File: config.mk
export PLATFORM = sky130hd
export DESIGN_NAME = egg_timer_ctrl
export DESIGN_NICKNAME = d
export VERILOG_FILES = /design/src/rtl/egg_timer_pkg.sv /design/src/rtl/egg_timer_ctrl_btn_edge.sv /design/src/rtl/egg_timer_ctrl.sv
export SDC_FILE = /design/constraint.sdc
export NUM_CORES = 1
export LEC_CHECK = 0
export CAP_MARGIN = 20
export CORE_ASPECT_RATIO = 0.9
export CORE_MARGIN = 2
export CORE_UTILIZATION = 44
export DETAILED_ROUTE_END_ITERATION = 6
export SLEW_MARGIN = 20
export SYNTH_ARGS = -nofsm -noshare
export SYNTH_HDL_FRONTEND = slang
export SYNTH_SLANG_ARGS = --single-unit
File: constraint.sdc
create_clock -name CLK -period 3.75 [get_ports CLK]
set_clock_uncertainty 0.05 [all_clocks]
set_input_delay 0.75 -clock CLK [delete_from_list [all_inputs] [get_ports CLK]]
set_output_delay 0.75 -clock CLK [all_outputs]
set_load 0.01 [all_outputs]
File: src/rtl/egg_timer_pkg.sv
// egg_timer_pkg: shared types and constants for the egg timer controller.
//   state_t  : controller states (idle, run, pause, alarm)
//   TIME_W   : width of the minutes/seconds fields
//   MAX_SEC  : largest minutes/seconds value before wrap-around
//   inc_wrap : increment a time field, wrapping MAX_SEC -> 0
package egg_timer_pkg;

  localparam int TIME_W = 6;
  localparam logic [TIME_W-1:0] MAX_SEC = 6'd59;

  typedef enum logic [1:0] {
    ST_IDLE  = 2'd0,
    ST_RUN   = 2'd1,
    ST_PAUSE = 2'd2,
    ST_ALARM = 2'd3
  } state_t;

  function automatic logic [TIME_W-1:0] inc_wrap(input logic [TIME_W-1:0] t);
    logic [TIME_W-1:0] r;
    if (t >= MAX_SEC) begin
      r = 6'd0;
    end else begin
      r = t + 6'd1;
    end
    return r;
  endfunction

endpackage

File: src/rtl/egg_timer_ctrl_btn_edge.sv
// btn_edge: rising-edge detector for one synchronised button level.
//   i_clk   : system clock
//   i_rst_n : asynchronous active-low clear of the history register
//   i_btn   : button level (already synchronised)
//   o_rise  : high for the cycle in which i_btn is 1 and was 0 last cycle
module btn_edge (
  input  logic i_clk,
  input  logic i_rst_n,
  input  logic i_btn,
  output logic o_rise
);

  logic r_btn;

  // Previous-cycle copy of the button level.
  always_ff @(posedge i_clk or negedge i_rst_n) begin
    if (!i_rst_n) begin
      r_btn <= 1'b0;
    end else begin
      r_btn <= i_btn;
    end
  end

  assign o_rise = i_btn & ~r_btn;

endmodule

File: src/rtl/egg_timer_ctrl.sv
// egg_timer_ctrl: minutes/seconds countdown timer with start/pause, set and clear.
//   CLK        : system clock, all state updates on the rising edge
//   CLR_N      : asynchronous active-low reset
//   BTN_START  : start / pause / acknowledge alarm (acts on rising edge)
//   BTN_MIN    : add one minute while idle; acknowledges alarm
//   BTN_SEC    : add one second while idle; acknowledges alarm
//   BTN_CLR    : clear to 00:00 idle from any state (highest priority)
//   MIN_Q      : minutes remaining (0..59)
//   SEC_Q      : seconds remaining (0..59)
//   RUNNING    : high while counting down
//   ALARM      : high while the alarm is sounding
// Build option: define ALARM_TIMEOUT_EN to silence the alarm automatically
// after ALARM_SECS one-second ticks.
module egg_timer_ctrl
  import egg_timer_pkg::*;
#(
  parameter int TICK_DIV   = 100000000,
  parameter int ALARM_SECS = 30
) (
  input  logic              CLK,
  input  logic              CLR_N,
  input  logic              BTN_START,
  input  logic              BTN_MIN,
  input  logic              BTN_SEC,
  input  logic              BTN_CLR,
  output logic [TIME_W-1:0] MIN_Q,
  output logic [TIME_W-1:0] SEC_Q,
  output logic              RUNNING,
  output logic              ALARM
);

  localparam int PW = (TICK_DIV > 1) ? $clog2(TICK_DIV) : 1;
  localparam logic [PW-1:0] PRESC_LAST = PW'(TICK_DIV - 1);

  state_t            r_state, w_state_nxt;
  logic [TIME_W-1:0] r_min, w_min_nxt;
  logic [TIME_W-1:0] r_sec, w_sec_nxt;
  logic [PW-1:0]     r_presc, w_presc_nxt;
  logic              r_running, r_alarm;
  logic              r_armed;
  logic              w_rise_start, w_rise_min, w_rise_sec, w_rise_clr;
  logic              w_start_p, w_min_p, w_sec_p, w_clr_p;
  logic              w_tick;

`ifdef ALARM_TIMEOUT_EN
  localparam int AW = (ALARM_SECS > 1) ? $clog2(ALARM_SECS) : 1;
  localparam logic [AW-1:0] ACNT_LAST = AW'(ALARM_SECS - 1);
  logic [AW-1:0] r_acnt, w_acnt_nxt;
`endif

  btn_edge u_edge_start (.i_clk(CLK), .i_rst_n(CLR_N), .i_btn(BTN_START), .o_rise(w_rise_start));
  btn_edge u_edge_min   (.i_clk(CLK), .i_rst_n(CLR_N), .i_btn(BTN_MIN),   .o_rise(w_rise_min));
  btn_edge u_edge_sec   (.i_clk(CLK), .i_rst_n(CLR_N), .i_btn(BTN_SEC),   .o_rise(w_rise_sec));
  btn_edge u_edge_clr   (.i_clk(CLK), .i_rst_n(CLR_N), .i_btn(BTN_CLR),   .o_rise(w_rise_clr));

  // The first cycle after reset only loads the edge history, so a button held
  // through reset never looks like a fresh press.
  assign w_start_p = w_rise_start & r_armed;
  assign w_min_p   = w_rise_min   & r_armed;
  assign w_sec_p   = w_rise_sec   & r_armed;
  assign w_clr_p   = w_rise_clr   & r_armed;

  assign w_tick = (r_presc == PRESC_LAST);

  // State, time, prescaler and registered status outputs.
  always_ff @(posedge CLK or negedge CLR_N) begin
    if (!CLR_N) begin
      r_state   <= ST_IDLE;
      r_min     <= 6'd0;
      r_sec     <= 6'd0;
      r_presc   <= {PW{1'b0}};
      r_running <= 1'b0;
      r_alarm   <= 1'b0;
      r_armed   <= 1'b0;
`ifdef ALARM_TIMEOUT_EN
      r_acnt    <= {AW{1'b0}};
`endif
    end else begin
      r_state   <= w_state_nxt;
      r_min     <= w_min_nxt;
      r_sec     <= w_sec_nxt;
      r_presc   <= w_presc_nxt;
      r_running <= (w_state_nxt == ST_RUN);
      r_alarm   <= (w_state_nxt == ST_ALARM);
      r_armed   <= 1'b1;
`ifdef ALARM_TIMEOUT_EN
      r_acnt    <= w_acnt_nxt;
`endif
    end
  end

  // Next-state, time update and prescaler control.
  always_comb begin
    w_state_nxt = r_state;
    w_min_nxt   = r_min;
    w_sec_nxt   = r_sec;
    w_presc_nxt = r_presc;
`ifdef ALARM_TIMEOUT_EN
    w_acnt_nxt  = {AW{1'b0}};
`endif
    if (w_clr_p) begin
      w_state_nxt = ST_IDLE;
      w_min_nxt   = 6'd0;
      w_sec_nxt   = 6'd0;
      w_presc_nxt = {PW{1'b0}};
    end else begin
      case (r_state)
        ST_IDLE: begin
          if (w_min_p) begin
            w_min_nxt = inc_wrap(r_min);
          end else begin
            w_min_nxt = r_min;
          end
          if (w_sec_p) begin
            w_sec_nxt = inc_wrap(r_sec);
          end else begin
            w_sec_nxt = r_sec;
          end
          // Start is judged on the time shown before this cycle's increments.
          if (w_start_p && ((r_min != 6'd0) || (r_sec != 6'd0))) begin
            w_state_nxt = ST_RUN;
            w_presc_nxt = {PW{1'b0}};
          end else begin
            w_state_nxt = ST_IDLE;
          end
        end
        ST_RUN: begin
          w_presc_nxt = w_tick ? {PW{1'b0}} : (r_presc + PW'(1));
          if (w_start_p) begin
            // Pause beats a coincident tick: no decrement this cycle.
            w_state_nxt = ST_PAUSE;
          end else if (w_tick) begin
            if (r_sec != 6'd0) begin
              w_sec_nxt = r_sec - 6'd1;
              if ((r_sec == 6'd1) && (r_min == 6'd0)) begin
                w_state_nxt = ST_ALARM;
              end else begin
                w_state_nxt = ST_RUN;
              end
            end else if (r_min != 6'd0) begin
              w_sec_nxt   = MAX_SEC;
              w_min_nxt   = r_min - 6'd1;
              w_state_nxt = ST_RUN;
            end else begin
              w_state_nxt = ST_ALARM;
            end
          end else begin
            w_state_nxt = ST_RUN;
          end
        end
        ST_PAUSE: begin
          if (w_start_p) begin
            w_state_nxt = ST_RUN;
          end else begin
            w_state_nxt = ST_PAUSE;
          end
        end
        ST_ALARM: begin
          if (w_start_p || w_min_p || w_sec_p) begin
            w_state_nxt = ST_IDLE;
            w_min_nxt   = 6'd0;
            w_sec_nxt   = 6'd0;
            w_presc_nxt = {PW{1'b0}};
          end
`ifdef ALARM_TIMEOUT_EN
          else begin
            w_presc_nxt = w_tick ? {PW{1'b0}} : (r_presc + PW'(1));
            if (w_tick && (r_acnt == ACNT_LAST)) begin
              w_state_nxt = ST_IDLE;
            end else if (w_tick) begin
              w_acnt_nxt = r_acnt + AW'(1);
            end else begin
              w_acnt_nxt = r_acnt;
            end
          end
`else
          else begin
            w_state_nxt = ST_ALARM;
          end
`endif
        end
        default: begin
          w_state_nxt = ST_IDLE;
          w_min_nxt   = 6'd0;
          w_sec_nxt   = 6'd0;
          w_presc_nxt = {PW{1'b0}};
        end
      endcase
    end
  end

  assign MIN_Q   = r_min;
  assign SEC_Q   = r_sec;
  assign RUNNING = r_running;
  assign ALARM   = r_alarm;

endmodule

* Word-level counts from Yosys, hierarchy flattened *
Index checks and enable logic that the tools add are counted.

cells by class
  add/subtract/negate cells = 5
  order comparisons = 2
  eq/ne operators = 16
  mux-type cells = 32
  bitwise operators = 12
  reduce and logical (&&, ||, !) cells = 13

operators by type and width
  cell                   number
  $mux 27                4
  $mux 6                 15
  $pmux 27 s3            1
  $pmux 6 s3             2
  $add 27x1->27 const B  1
  $eq 27x27->1 const B   1
  $ne 3x3->1 const B     8
  $mux 2                 8
  $add 6x1->6 const B    2
  $ge 6x6->1 const B     2
  $reduce_bool 6->1      2
  $sub 6x1->6 const B    2
  $and 1x1->1            8
  $pmux 2 s4             1
  $reduce_and 7->1       1
  $eq 2x2->1 const B     3
  $eq 6x1->1 const B     1
  $logic_not 6->1        1
  $reduce_and 6->1       1
  $eq 2x1->1 const B     2
  $ne 4x4->1 const B     1
  $not 1->1              4
  $reduce_bool 4->1      1
  $logic_or 1x1->1       3
  4 further kinds        5

storage, ports and cells
  register bits after elaboration = 48
  input bits = 6
  word-level logic and storage cells = 91

* Longest topological paths before layout *
Gate-level depths: netlist of run 1.

  word-level depth = 9
  gate-level depth with buffers = 10
  mapped depth without buffers = 8

* Cells and area by module *
From an unflattened synthesis of run 1, not the netlist that was laid out.

second synthesis, totals
  cells, all modules = 342
  area, all modules = 3100.5 um^2

modules (own cells, without submodules)
  module          instances  cells each  area each (um^2)  seq. area each (um^2)
  egg_timer_ctrl  1          334         2945.3            1101.1
  btn_edge        4          2           38.8              25.0

* Least setup slack after synthesis of run 1 *
Ideal clock, no wire load.

  kind = register to register
  from = reg r_min[0], in the netlist MIN_Q[0]
  to = reg r_min[3], in the netlist MIN_Q[3]
  setup time = 0.121 ns
  arrival = 2.063 ns
  data required time = 3.579 ns
  setup slack = 1.516 ns
  stages on the path, launching flop included = 11
  buffers on the path = 2
  period minus slack after synthesis = 2.234 ns
  cells stage by stage = dfrtp_1 clkbuf_1 inv_1 ha_1 nor2b_1 nand2_1 a311o_1 nand3_1 buf_2 nor2_1 a22o_1

on the way
  cells in the longest elaborated chain, start to end = 7
  elaborated cells on any way between the ends = 14
  classes of those cells = add/sub (2); order compare (1); eq/ne (1); mux (8); reduce/logical (2)

ends and longest elaborated chain
  what                    line                   text
  start, declared         egg_timer_ctrl.sv:36   logic [TIME_W-1:0] r_min, w_min_nxt;
  start signal, assigned  egg_timer_ctrl.sv:80   r_min <= w_min_nxt;
  $sub 6x1->6             egg_timer_ctrl.sv:142  w_min_nxt = r_min - 6'd1;
  $mux 6                  egg_timer_ctrl.sv:140  end else if (r_min != 6'd0) begin
  $mux 6                  egg_timer_ctrl.sv:133  if (r_sec != 6'd0) begin
  $mux 6                  egg_timer_ctrl.sv:132  end else if (w_tick) begin
  $mux 6                  egg_timer_ctrl.sv:129  if (w_start_p) begin
  $pmux 6 s3              egg_timer_ctrl.sv:107  case (r_state)
  $mux 6                  egg_timer_ctrl.sv:101  if (w_clr_p) begin

Several ways; a longest one is shown, not always the timed one. The select of a mux whose other input is x is not followed.
A chain may end at the register's enable or synchronous reset.

* Worst setup path after layout of run 1 *
  from = reg r_presc[0]
  to = reg r_presc[12]

on the way
  cells in the longest elaborated chain, start to end = 4
  elaborated cells on any way between the ends = 5
  classes of those cells = add/sub (1); eq/ne (1); mux (3)

ends and longest elaborated chain
  what                                           line                                         text
  start, declared                                egg_timer_ctrl.sv:38                         logic [PW-1:0] r_presc, w_presc_nxt;
  start signal, assigned                         egg_timer_ctrl.sv:71                         r_presc <= {PW{1'b0}};
  start signal, assigned                         egg_timer_ctrl.sv:82                         r_presc <= w_presc_nxt;
  $add 27x1->27 or $eq 27x27->1 (tied branches)  egg_timer_ctrl.sv:128, egg_timer_ctrl.sv:63
  $mux 27 *                                      egg_timer_ctrl.sv:128                        w_presc_nxt = w_tick ? {PW{1'b0}} : (r_presc + PW'(1));
  $pmux 27 s3 *                                  egg_timer_ctrl.sv:107
  $mux 27 *                                      egg_timer_ctrl.sv:101

Every way passes the cells marked *; elsewhere a longest branch is shown, timed or not.

==> qor.csv, run 1 <==
metric,value,unit
Yosys cell types,62,
asr flop ratio synth,1.00,
R2R Path Start,r_presc[0],
nets,376,
WP buf/inv,1,
H-Tree Depth,2,
critical path launch point type,register,
Hold Crit Class,in -> async,
max cap viols,0,
DR WL/cell,15.2,um
syn_area_per_cell,8.63,sq um
CP top delay family,compound AO/OA/AOI/OAI gates,
setup bufs post-CTS,0,
Post-Layout Cell Count,452,
CTS buffer count,5,
placed cell areas,3240,sq um
"Critical Path, Cell by Cell",ha_1 -> and3_1 -> nand4_1 -> o21ai_2 -> buf_4 -> nor2b_1 -> o21ai_0 -> o31ai_1,
WS Path Type,reg -> reg,
CTS tree,built,
DRC Markers,0,
via/cell ratio,5.97,
Sink Count,48,
layout cells sized above 1,0.0691,
fin area,3320,sq um
initial core utilization,0.459,
pin count of the biggest net entering global routing,28,
chip width,91.6,um
"most common cell after layout, fill and taps aside",o21ai_0,
cell count after synthesis,352,
outcome,completed,
"Max FO, Critical Path",21,
mapped cell area,3040,sq um
worst endpoint required time,3.89,ns
first-pass GRT wire length,12.0,mm
most used flip-flop cell after synthesis,dfrtp_1,
PwrDens,574,nW/um^2
io pins,20,
GPL Wtd Cong,0.808,
total power,1.91,mW
fmax,0.378,GHz
cts hold-fix bufs,0,
initial antenna violation count,0,
Total GRT Usage,0.189,
Port Buf Inserts,19,
setup_tns,0,ns
"EDFF count, synth",0,
internal power,1.10,mW
Worst-path clk slew,0.09,ns
Root Driver,clkbuf_8,
sequential share of the synthesized area,0.396,
Clock Power Share,0.154,
number of global-route vias before repair,2416,
Final Critical Period,2.64,ns
switching power total,0.807,mW
Initial DRC Count,166,
relative slew slack,0.418,
grt ovf,0,
DP Cell Count,445,
# diodes,0,
count of state elements after synthesis,48,
net count after synthesis,366,
DR vias,2700,
worst-margin pin slew,0.872,ns
Final HPWL DP,4.74,mm
Pleak,1.37,nW
"Hold Violations, Final",0,
Comb pwr share,0.441,
CTS resizes,0,
period utilisation layout,0.705,
Synth-to-Final Area Change,9.35,%
FP Rows,28,
register share of total power,0.405,
Worst path max stage delay,0.74,ns
CP endpoint kind,register,
CP startpoint,r_presc[0],
RSZ-0062 raised after global routing,no,
worst hold slack,0.391,ns
Sw Share,0.423,
worst skew pair latency,0.30,ns
CP max-delay cell,o21ai_2,
final count of negative-setup-slack endpoints,0,
CTS max path bufs,2,
Yosys warning count,0,
Peak VDD IR,307,uV
total routed wirelength,6.89,mm
Die ar.,7580,sq um
Routed Antenna Nets,0,
Critical Path AT,2.78,ns
Die H,82.8,um
"commonest non-fill, non-tap cells in the layout","o21ai_0 (51), dfrtp_1 (48), nand2_1 (31)",
Pre-Repair DR Iteration Count,5,
Final Max Slew Viols,0,
area of the core,6620,sq um
## worst paths after layout
check	cells after the start	endpoint	slack, ns
worst max register to register	8	r_presc[12]	1.11
worst max-delay path	8	r_presc[12]	1.11
max in group asynchronous	2	MIN_Q[2]	2.53
worst min-delay path	1	r_presc[7]	0.39
worst min register to register	1	r_presc[16]	0.43
min in group CLK	1	r_presc[16]	0.43
## area by class of cell
type / instances / area [sq um]
Clock buffer: 6 / 72.6
Clock inverter: 1 / 5.00
Fill cell: 626 / 3300
Inverter: 6 / 22.5
Multi-Input combinational cell: 277 / 1680
Sequential cell: 48 / 1200
Tap cell: 90 / 113
Timing Repair Buffer: 24 / 223
## flip-flops by register name (all words and copies together) (netlist names), 2 cells and up
name	count
SEC_Q	6
r_state	2
r_presc	27
MIN_Q	6
## synthesized netlist by cell type, types with 8 or more instances
master	count	area, sq um
o21ai_0	51	255
dfrtp_1	48	1200
nand2_1	31	116
a21oi_1	28	140
nor2_1	28	105
nand3_1	14	70.1
o31ai_1	14	105
and3_1	12	75.1
nor3_1	9	45.0
ha_1	8	100
## per-layer routing
metal	wire length (um)	up-vias	GRT usage
met3	271	8	0.0272
met4	80	0	0.0496
met1	3710	1284	0.304
met2	2830	65	0.262
met5	0	-	0
li1	-	1343	-
## stage by stage
| step | setup WS, ns | utilization |
|---|---|---|
| after detailed placement | 0.802 | 0.490 |
| after global placement | 0.869 | 0.490 |
| after floorplan | 1.52 | - |
| after CTS | 1.09 | 0.502 |
| final | 1.11 | 0.502 |
| after global routing | 0.770 | 0.502 |
## power by group through the flow
stage | Clock [mW] | Sequential (mW) | Combinational (mW)
after detailed placement | 0 | 0.780 | 0.835
final | 0.293 | 0.772 | 0.842
after floorplan | 0 | 0.719 | 0.653
after global routing | 0.329 | 0.795 | 0.944
after CTS | 0.306 | 0.770 | 0.841
after global placement | 0 | 0.779 | 0.834
## logic make-up (layout without fill, tap and decap cells)
logic type      after synthesis  in the layout  synth area share
compound gates              133            133             0.280
simple gates                134            134             0.237
other cells                   1              1           0.00123
buf+inv                      27             37            0.0511
xor+xnor                      1              1           0.00288
fa+ha+maj                     8              8            0.0330
flops                        48             48             0.396
Note: power is estimated with default switching activity, not from simulation.
==> run 2, diff against run 1 <==
- clock period: 3.75 -> 2.6 ns (I/O delays scaled with it)
==> run 2 against run 1 <==
Compared with the run above: worst setup slack lost 0.88 ns; worst hold slack lost 0.13 ns; flip-flop and latch count is the same; core utilization grew 3.2 points; sequential share of layout area shrank 2.2 points; non-clock buffer count grew 20; final cell count grew 4.9%.
==> qor.csv, run 2 (synthesis gave the netlist of run 1 again) <==
metric,value,unit
initial core utilization,0.459,
relative slew slack,0.376,
RSZ-0062 raised after global routing,no,
Post-Layout Cell Count,474,
PwrDens,862,nW/um^2
via/cell ratio,5.89,
FP Rows,28,
met1 WL,3.80,mm
initial antenna violation count,0,
Hold Crit Class,in -> async,
CP endpoint kind,register,
Synth-to-Final Area Change,16.4,%
Pre-Repair DR Iteration Count,4,
CTS buffer count,5,
pre-CTS WS,-0.0298,ns
"most common cell after layout, fill and taps aside",o21ai_0,
Final Util,0.534,
number of global-route vias before repair,2621,
DRC Markers,0,
fin area,3530,sq um
H-Tree Depth,2,
worst endpoint required time,2.74,ns
Critical Path AT,2.52,ns
total routed wirelength,7.48,mm
layout cells sized above 1,0.122,
GPL Wtd Cong,0.807,
max reg flops,27,
min setup slack post-route,0.224,ns
io pins,20,
area of the core,6620,sq um
CP max-delay cell,o31ai_2,
routed wl met3,338,um
Final Max Slew Viols,0,
Pleak,1.49,nW
first-pass GRT wire length,12.7,mm
setup_tns,0,ns
total power,3.04,mW
pin count of the biggest net entering global routing,49,
area of the multi-input gates,1700,sq um
Routed Antenna Nets,0,
Detail Route met2 WL,3.29,mm
final count of negative-setup-slack endpoints,0,
Stages on worst setup path,6,
"commonest non-fill, non-tap cells in the layout","o21ai_0 (51), dfrtp_1 (48), nand2_1 (31)",
Port Buf Inserts,19,
Sink Count,48,
"Hold Violations, Final",0,
cts hold-fix bufs,0,
nets,397,
CP top delay family,compound AO/OA/AOI/OAI gates,
outcome,completed,
"Critical Path, Cell by Cell",nor4_4 -> and2_4 -> a31oi_4 -> o31ai_2 -> o21ai_0 -> o31ai_1,
max cap viols,0,
critical path launch point type,register,
Final Critical Period,2.38,ns
Fill cells,612,
Peak VDD IR,577,uV
R2R depth,6,
Largest Register,r_presc,
Final HPWL DP,5.17,mm
Die ar.,7580,sq um
DR vias,2794,
grt ovf,0,
Worst-path clk slew,0.10,ns
R2R Setup Slk,0.22,ns
Total GRT Usage,0.201,
period utilisation layout,0.914,
worst skew pair latency,0.30,ns
fmax,0.421,GHz
chip width,91.6,um
"Max FO, Critical Path",13,
worst hold slack,0.257,ns
Worst path max stage delay,0.77,ns
DP Cell Count,465,
CTS tree,built,
DR top layer,met4,
sequential cell area,1200,sq um
WP buf/inv,0,
placed cell areas,3410,sq um
Initial DRC Count,124,
# diodes,0,
CTS max path bufs,2,
Die H,82.8,um
DR WL/cell,15.8,um
worst-margin pin slew,0.930,ns
WS Path Type,reg -> reg,
Root Driver,clkbuf_8,
[run 2: cell types whose count changed in the layout (fill, tap and decap cells not counted), sizes merged]
cell    change
bufinv      +1
buf        +20
o31ai       +1
[run 2: repair_timing]
action / in CTS / in global routing
resized for setup: 0 / 1
endpoints found under the setup margin: 0 / 19
setup buffers: 0 / 0
[run 2: layout make-up]
class | instances | share of cell area
flip-flops and latches | 48 | 0.340
well taps | 90 | 0.0319
clock inverters | 2 | 0.00992
repair buffers | 44 | 0.109
multi-input cells | 278 | 0.482
clock buffers | 6 | 0.0205
inverters | 6 | 0.00637
[run 2: where the power goes]
| group | switching, mW | internal (mW) | total (mW) |
|---|---|---|---|
| registers | 0.133 | 0.859 | 0.992 |
| logic | 0.835 | 0.676 | 1.51 |
| clock network | 0.256 | 0.286 | 0.542 |
| total | 1.22 | 1.82 | 3.04 |
[run 2: per-layer routing]
layer  up-vias  track usage
li1       1380            -
met1      1350        0.311
met2        60        0.295
met3         4       0.0336
met4         0       0.0372
met5         -            0
[run 2: worst paths after layout]
| kind | startpoint | endpoint |
|---|---|---|
| max | SEC_Q[3] | r_presc[6] |
| min | CLR_N | r_presc[3] |
| max reg2reg | SEC_Q[3] | r_presc[6] |
| min reg2reg | r_presc[26] | r_presc[26] |
| max in group asynchronous | CLR_N | MIN_Q[2] |
| min in group CLK | r_presc[26] | r_presc[26] |
